**src/rtl/ps2_key_ctrl_if.sv**
```systemverilog
// Byte-strobe input and key/move output bundle
// for the PS/2 scan-code sequencer.
interface ps2_key_ctrl_if;
  logic       rx_valid;
  logic [7:0] rx_data;
  logic       key_left;
  logic       key_right;
  logic       key_fire;
  logic       paused;
  logic       move_left;
  logic       move_right;
  logic       fire_pulse;
  logic       err;

  modport master (
    output rx_valid, rx_data,
    input  key_left, key_right, key_fire, paused,
    input  move_left, move_right, fire_pulse, err
  );

  modport slave (
    input  rx_valid, rx_data,
    output key_left, key_right, key_fire, paused,
    output move_left, move_right, fire_pulse, err
  );
endinterface

```
**src/rtl/ps2_key_ctrl.sv**
```systemverilog
// PS/2 scan-code sequencer: prefix FSM, held keys,
// rate-limited move pulses, fire/pause edges, timeout.
module ps2_key_ctrl #(
  parameter logic [19:0] MOVE_DIV   = 20'd250000,
  parameter logic [19:0] TIMEOUT    = 20'd500000,
  parameter logic [7:0]  LEFT_CODE  = 8'h6B,
  parameter logic [7:0]  RIGHT_CODE = 8'h74,
  parameter logic [7:0]  FIRE_CODE  = 8'h29,
  parameter logic [7:0]  PAUSE_CODE = 8'h4D
) (
  input logic            clk,
  input logic            rst,
  ps2_key_ctrl_if.slave  bus
);

  typedef enum logic [1:0] {
    IDLE,
    EXT,
    BRK,
    EXT_BRK
  } state_t;

  state_t      r_state;
  state_t      w_state_nxt;
  logic        w_make;
  logic        w_brk;
  logic        w_err;
  logic        w_tout;
  logic        w_ign;
  logic        w_e0;
  logic        w_f0;
  logic [19:0] r_tcnt;
  logic [19:0] r_cnt;
  logic [19:0] w_cur;
  logic        r_left;
  logic        r_right;
  logic        r_fire;
  logic        r_pause;
  logic        r_paused;
  logic        r_fire_p;
  logic        r_err;
  logic        r_mv_l;
  logic        r_mv_r;
  logic        r_dir_l;
  logic        r_dir_r;
  logic        w_l;
  logic        w_r;
  logic        w_fresh;

  assign w_e0  = (bus.rx_data == 8'hE0);
  assign w_f0  = (bus.rx_data == 8'hF0);
  assign w_ign = bus.rx_data inside
    {8'hE1, 8'hAA, 8'hFA, 8'hFE, 8'h00, 8'hFF};

  // Fires on the edge where tcnt would reach TIMEOUT-1
  assign w_tout = (r_state != IDLE) && !bus.rx_valid
    && (r_tcnt == TIMEOUT - 20'd2);

  always_ff @(posedge clk or negedge rst) begin
    if (!rst) r_state <= IDLE;
    else      r_state <= w_state_nxt;
  end

  always_comb begin
    w_state_nxt = r_state;
    w_make      = 1'b0;
    w_brk       = 1'b0;
    w_err       = 1'b0;
    if (bus.rx_valid) begin
      unique case (r_state)
        IDLE: begin
          if (w_e0)        w_state_nxt = EXT;
          else if (w_f0)   w_state_nxt = BRK;
          else if (!w_ign) w_make = 1'b1;
        end
        EXT: begin
          if (w_f0) begin
            w_state_nxt = EXT_BRK;
          end else begin
            w_state_nxt = IDLE;
            w_err       = w_e0;
            w_make      = !w_e0;
          end
        end
        BRK, EXT_BRK: begin
          w_state_nxt = IDLE;
          w_err       = w_e0 | w_f0;
          w_brk       = !(w_e0 | w_f0);
        end
        default: w_state_nxt = IDLE;
      endcase
    end else if (w_tout) begin
      w_state_nxt = IDLE;
      w_err       = 1'b1;
    end
  end

  always_ff @(posedge clk or negedge rst) begin
    if (!rst)
      r_tcnt <= '0;
    else if (r_state == IDLE || bus.rx_valid)
      r_tcnt <= '0;
    else
      r_tcnt <= r_tcnt + 20'd1;
  end

  always_ff @(posedge clk or negedge rst) begin
    if (!rst) begin
      r_left   <= 1'b0;
      r_right  <= 1'b0;
      r_fire   <= 1'b0;
      r_pause  <= 1'b0;
      r_paused <= 1'b0;
      r_fire_p <= 1'b0;
      r_err    <= 1'b0;
    end else begin
      r_fire_p <= 1'b0;
      r_err    <= w_err;
      if (w_make) begin
        case (bus.rx_data)
          LEFT_CODE:  r_left  <= 1'b1;
          RIGHT_CODE: r_right <= 1'b1;
          FIRE_CODE: begin
            r_fire   <= 1'b1;
            r_fire_p <= !r_fire && !r_paused;
          end
          PAUSE_CODE: begin
            r_pause <= 1'b1;
            if (!r_pause) r_paused <= !r_paused;
          end
          default: ;
        endcase
      end else if (w_brk) begin
        case (bus.rx_data)
          LEFT_CODE:  r_left  <= 1'b0;
          RIGHT_CODE: r_right <= 1'b0;
          FIRE_CODE:  r_fire  <= 1'b0;
          PAUSE_CODE: r_pause <= 1'b0;
          default: ;
        endcase
      end
    end
  end

  assign w_l = r_left & ~r_right & ~r_paused;
  assign w_r = r_right & ~r_left & ~r_paused;

  // A flip straight from one direction to the other restarts the period
  assign w_fresh = (w_l & r_dir_r) | (w_r & r_dir_l);
  assign w_cur   = w_fresh ? '0 : r_cnt;

  always_ff @(posedge clk or negedge rst) begin
    if (!rst) begin
      r_cnt   <= '0;
      r_mv_l  <= 1'b0;
      r_mv_r  <= 1'b0;
      r_dir_l <= 1'b0;
      r_dir_r <= 1'b0;
    end else begin
      r_dir_l <= w_l;
      r_dir_r <= w_r;
      if (!(w_l | w_r)) begin
        r_cnt  <= '0;
        r_mv_l <= 1'b0;
        r_mv_r <= 1'b0;
      end else begin
        r_mv_l <= w_l && (w_cur == '0);
        r_mv_r <= w_r && (w_cur == '0);
        if (w_cur == MOVE_DIV - 20'd1) r_cnt <= '0;
        else                           r_cnt <= w_cur + 20'd1;
      end
    end
  end

  assign bus.key_left   = r_left;
  assign bus.key_right  = r_right;
  assign bus.key_fire   = r_fire;
  assign bus.paused     = r_paused;
  assign bus.move_left  = r_mv_l;
  assign bus.move_right = r_mv_r;
  assign bus.fire_pulse = r_fire_p;
  assign bus.err        = r_err;

endmodule

```
**src/flat_wrapper.sv**
```systemverilog
// flat-port wrapper written by rule: the top's interface ports become plain ports
module ps2_key_ctrl_flat 
#(
  parameter logic [19:0] MOVE_DIV   = 20'd250000,
  parameter logic [19:0] TIMEOUT    = 20'd500000,
  parameter logic [7:0]  LEFT_CODE  = 8'h6B,
  parameter logic [7:0]  RIGHT_CODE = 8'h74,
  parameter logic [7:0]  FIRE_CODE  = 8'h29,
  parameter logic [7:0]  PAUSE_CODE = 8'h4D
)
  (clk, rst, bus_rx_valid, bus_rx_data, bus_key_left, bus_key_right, bus_key_fire, bus_paused, bus_move_left, bus_move_right, bus_fire_pulse, bus_err);
  ps2_key_ctrl_if bus_i ();
  input logic clk;
  input logic rst;
  input wire logic [$bits(bus_i.rx_valid)-1:0] bus_rx_valid;
  input wire logic [$bits(bus_i.rx_data)-1:0] bus_rx_data;
  output wire logic [$bits(bus_i.key_left)-1:0] bus_key_left;
  output wire logic [$bits(bus_i.key_right)-1:0] bus_key_right;
  output wire logic [$bits(bus_i.key_fire)-1:0] bus_key_fire;
  output wire logic [$bits(bus_i.paused)-1:0] bus_paused;
  output wire logic [$bits(bus_i.move_left)-1:0] bus_move_left;
  output wire logic [$bits(bus_i.move_right)-1:0] bus_move_right;
  output wire logic [$bits(bus_i.fire_pulse)-1:0] bus_fire_pulse;
  output wire logic [$bits(bus_i.err)-1:0] bus_err;
  assign bus_i.rx_valid = bus_rx_valid;
  assign bus_i.rx_data = bus_rx_data;
  assign bus_key_left = bus_i.key_left;
  assign bus_key_right = bus_i.key_right;
  assign bus_key_fire = bus_i.key_fire;
  assign bus_paused = bus_i.paused;
  assign bus_move_left = bus_i.move_left;
  assign bus_move_right = bus_i.move_right;
  assign bus_fire_pulse = bus_i.fire_pulse;
  assign bus_err = bus_i.err;
  ps2_key_ctrl #(.MOVE_DIV(MOVE_DIV), .TIMEOUT(TIMEOUT), .LEFT_CODE(LEFT_CODE), .RIGHT_CODE(RIGHT_CODE), .FIRE_CODE(FIRE_CODE), .PAUSE_CODE(PAUSE_CODE)) u_core (.clk(clk), .rst(rst), .bus(bus_i));
endmodule
```
**config.mk**
```make
export PLATFORM = sky130hd
export DESIGN_NAME = ps2_key_ctrl_flat
export DESIGN_NICKNAME = d
export VERILOG_FILES = /design/src/rtl/ps2_key_ctrl_if.sv /design/src/rtl/ps2_key_ctrl.sv /design/src/flat_wrapper.sv
export SDC_FILE = /design/constraint.sdc
export NUM_CORES = 1
export LEC_CHECK = 0
export CAP_MARGIN = 20
export CORE_MARGIN = 4
export CORE_UTILIZATION = 43
export CTS_CLUSTER_SIZE = 16
export DETAILED_ROUTE_END_ITERATION = 12
export GPL_TIMING_DRIVEN = 0
export PLACE_DENSITY = 0.72
export SLEW_MARGIN = 40
export SYNTH_ARGS = -nofsm -noshare
export SYNTH_HDL_FRONTEND = slang
export SYNTH_SLANG_ARGS = --single-unit
export TNS_END_PERCENT = 20
```
**constraint.sdc**
```tcl
create_clock -name clk -period 3.9 [get_ports clk]
set_input_delay 0.78 -clock clk [delete_from_list [all_inputs] [get_ports clk]]
set_output_delay 0.78 -clock clk [all_outputs]
set_load 0.005 [all_outputs]
```
==> metrics.csv <==
stage,metric,value,unit
critical_path,crit_path_max_fanout,10,
grt,grt_pass1_vias,1964,
yosys,syn-cell-area,2620,µm²
floorplan,start_util,44.3,%
yosys,avgSynthCellArea,9.57,µm²
sta,final_hold_viol_count,0,
yosys,yosys.area.top_type,dfrtp_1,
clocking,cts_made_buffers,5,
clocking,cts_tree,built,
clocking,cts_resized,0,
clocking,cts.sinks,53,
clocking,cts_setup_buffers,0,
sta,rsz0062_at_grt,no,
sta,fmax,334,MHz
yosys,synth_nets,289,
floorplan,dieHeight,86.1,µm
place,gp_congestion,0.775,
yosys,ys_top_cells_by_area,"dfrtp_1 51%, xor2_1 8.4%, nor2_1 7.3%",
final_layout,antenna_cells,0,
grt,grt_max_degree,34,
yosys,yosysSeqAreaShare,50.6,%
yosys,synth_ff_type,dfrtp_1,
sta,setup_tns,0,ns
routing,drt_iter0_markers,72,
yosys,synth.most_common_cell,dfrtp_1,
yosys,synth_edf_count,0,
floorplan,pin_count,19,
final_layout,area_growth,14.6,%
place,portBuffers,18,
critical_path,endpoint_kind,flop,
floorplan,core.rowCount,28,
routing,via_per_inst,5.15,
outcome,status,completed,
grt,grtUsageTotal,14.1,%
critical_path,start_kind,flop,
floorplan,dieArea,7410,µm²
clocking,htree_levels,2,
yosys,synth_common_cells,"53 x dfrtp_1, 51 x nor2_1, 25 x xor2_1, 21 x nand2_1, 19 x nand3_1",
power,ir_worst_vdd,204,µV
clocking,hold_buffers,0,
sta,skew,0.00509,ns
clocking,clkTransAtPathRegs,0.09,ns
critical_path,cpPeakStageDelay,0.63,ns
sta,slew_violations,0,
yosys,yosysWarnings,0,
power,p_leak,1.26,nW
sta,fin_crit_sh,76.8,%
routing,firstDrtPassIters,4,
floorplan,core-area,5920,µm²
critical_path,path_cells,clkbuf_1 > nand2b_1 > o32a_1 > buf_2 > and2_1 > ha_1 > nand3_1 > nor4_1 > nand4_1 > xor2_1 > nor2_1,
critical_path,cp_slowest_cell,nor4_1,
yosys,synthCells,274,
critical_path,rr_worst_depth,11,
routing,wirelength,4.76,mm
sta,setup_viol,0,
place,hpwl,3.52,mm
power,power_density,319,nW/µm²
sta,maxSlewHeadroom,58.8,%
yosys,ys_seq_elements,53,
grt,grt_pass1_wl,8.54,mm
critical_path,worstSetupPathType,reg2reg,
power,p_total,0.958,mW
hold_path,holdCritPathClass,in2async,
routing,wire_per_inst,12.7,µm
critical_path,worstPathRequired,4.10,ns
final_layout,drive_above_1_share,5.00,%
flow_run,cap_violations,0,
clocking,cts-root-buf,clkbuf_8,
grt,grt_antenna_before_repair,0,
clocking,insertion_delay,0.30,ns
routing,drc,0,
grt,gr-total-overflow,0,
yosys,synth_cell_types,36,
routing,num_vias,1931,
critical_path,critical_path_arrival,3.20,ns
sta,worst_pin_slew,0.612,ns
final_layout,fin_nets,315,
sta,fin_crit,3.00,ns
routing,antenna_left,0,
yosys,synth_top_area_share,50.6,%
floorplan,die_w,86.1,µm
yosys,synthArstFlopShare,100,%
clocking,cts_buffer_depth,2,
==> state kept, by name, summed over array words and instances (netlist names) <==
name                   cells
u_core.bus.key_left        1
u_core.r_cnt              20
u_core.bus.paused          1
u_core.bus.key_right       1
u_core.bus.move_right      1
u_core.bus.key_fire        1
u_core.r_state             2
u_core.bus.err             1
u_core.r_pause             1
u_core.bus.move_left       1
u_core.bus.fire_pulse      1
u_core.r_dir_r             1
u_core.r_dir_l             1
u_core.r_tcnt             20
==> cells by family (layout without fill, tap and decap cells) <==
| group | count (synthesis) | after routing | share of synthesized area (%) |
|---|---|---|---|
| flops | 53 | 53 | 50.6 |
| simple gates | 145 | 145 | 27.9 |
| fa+ha+maj | 4 | 4 | 1.91 |
| buf+inv | 17 | 43 | 2.91 |
| xor+xnor | 37 | 37 | 12.4 |
| compound gates | 18 | 18 | 4.30 |
==> cells in the final DEF (no fill, tap or decap), drive strengths merged, types with 6 or more instances in the layout <==
| master | count |
|---|---|
| dfrtp | 53 |
| nor2 | 51 |
| xor2 | 25 |
| nand2 | 21 |
| nand3 | 19 |
| clkdlybuf4s50 | 17 |
| nand4 | 13 |
| clkbuf | 13 |
| xnor2 | 12 |
| inv | 9 |
| nor3 | 9 |
| and3 | 8 |
| o21ai | 8 |
| nor4 | 6 |
==> through the flow <==
step / util, % / cell area, µm² / setup slack [ns] / cells / hold slack [ns]
floorplan: - / 2620 / 1.37 / 274 / 0.451
global placement: 48.9 / 2900 / 0.503 / 367 / 0.458
detailed placement: 49.2 / 2910 / 0.931 / 368 / 0.462
CTS: 50.7 / 3000 / 0.904 / 375 / 0.349
global route: 50.7 / 3000 / 0.490 / 375 / 0.351
finish: 50.7 / 3000 / 0.903 / 375 / 0.344
==> worst max-delay path, delay by kind of cell, from the launching register on <==
kind / cells / cell delay [ns]
compound gates: 1 / 0.18
xor+xnor: 1 / 0.16
fa+ha+maj: 1 / 0.18
buf+inv: 2 / 0.56
flops: 1 / 0.36
simple gates: 6 / 1.45
==> worst paths after layout <==
check / startpoint / end / slack, ns
max: u_core.bus.paused / u_core.r_cnt[18] / 0.90
min: rst / u_core.r_cnt[6] / 0.34
max reg2reg: u_core.bus.paused / u_core.r_cnt[18] / 0.90
min reg2reg: u_core.bus.key_fire / u_core.bus.fire_pulse / 0.48
max in group asynchronous: rst / u_core.r_tcnt[11] / 3.10
min in group clk: u_core.bus.key_fire / u_core.bus.fire_pulse / 0.48
==> routing by layer <==
layer  GRT usage [%]  routed length (µm)
met5               0                   0
met4            4.46                  63
met3            2.88                 134
met2            24.3                2360
met1            17.8                2210
==> layout make-up <==
cell class,instances,area (µm²)
Buffer,8,42.5
Tap cell,75,93.8
Inverter,9,33.8
Fill cell,543,2920
Multi-Input combinational cell,204,1220
Clock buffer,7,86.3
Sequential cell,53,1330
Timing Repair Buffer,19,198
==> power by group <==
part / internal [mW] / switching, mW / total, mW
Clock: 0.141 / 0.167 / 0.308
Sequential: 0.559 / 0.00723 / 0.566
Combinational: 0.0381 / 0.0450 / 0.0830
Total: 0.738 / 0.219 / 0.958
Power figures use the tool's default switching activity.
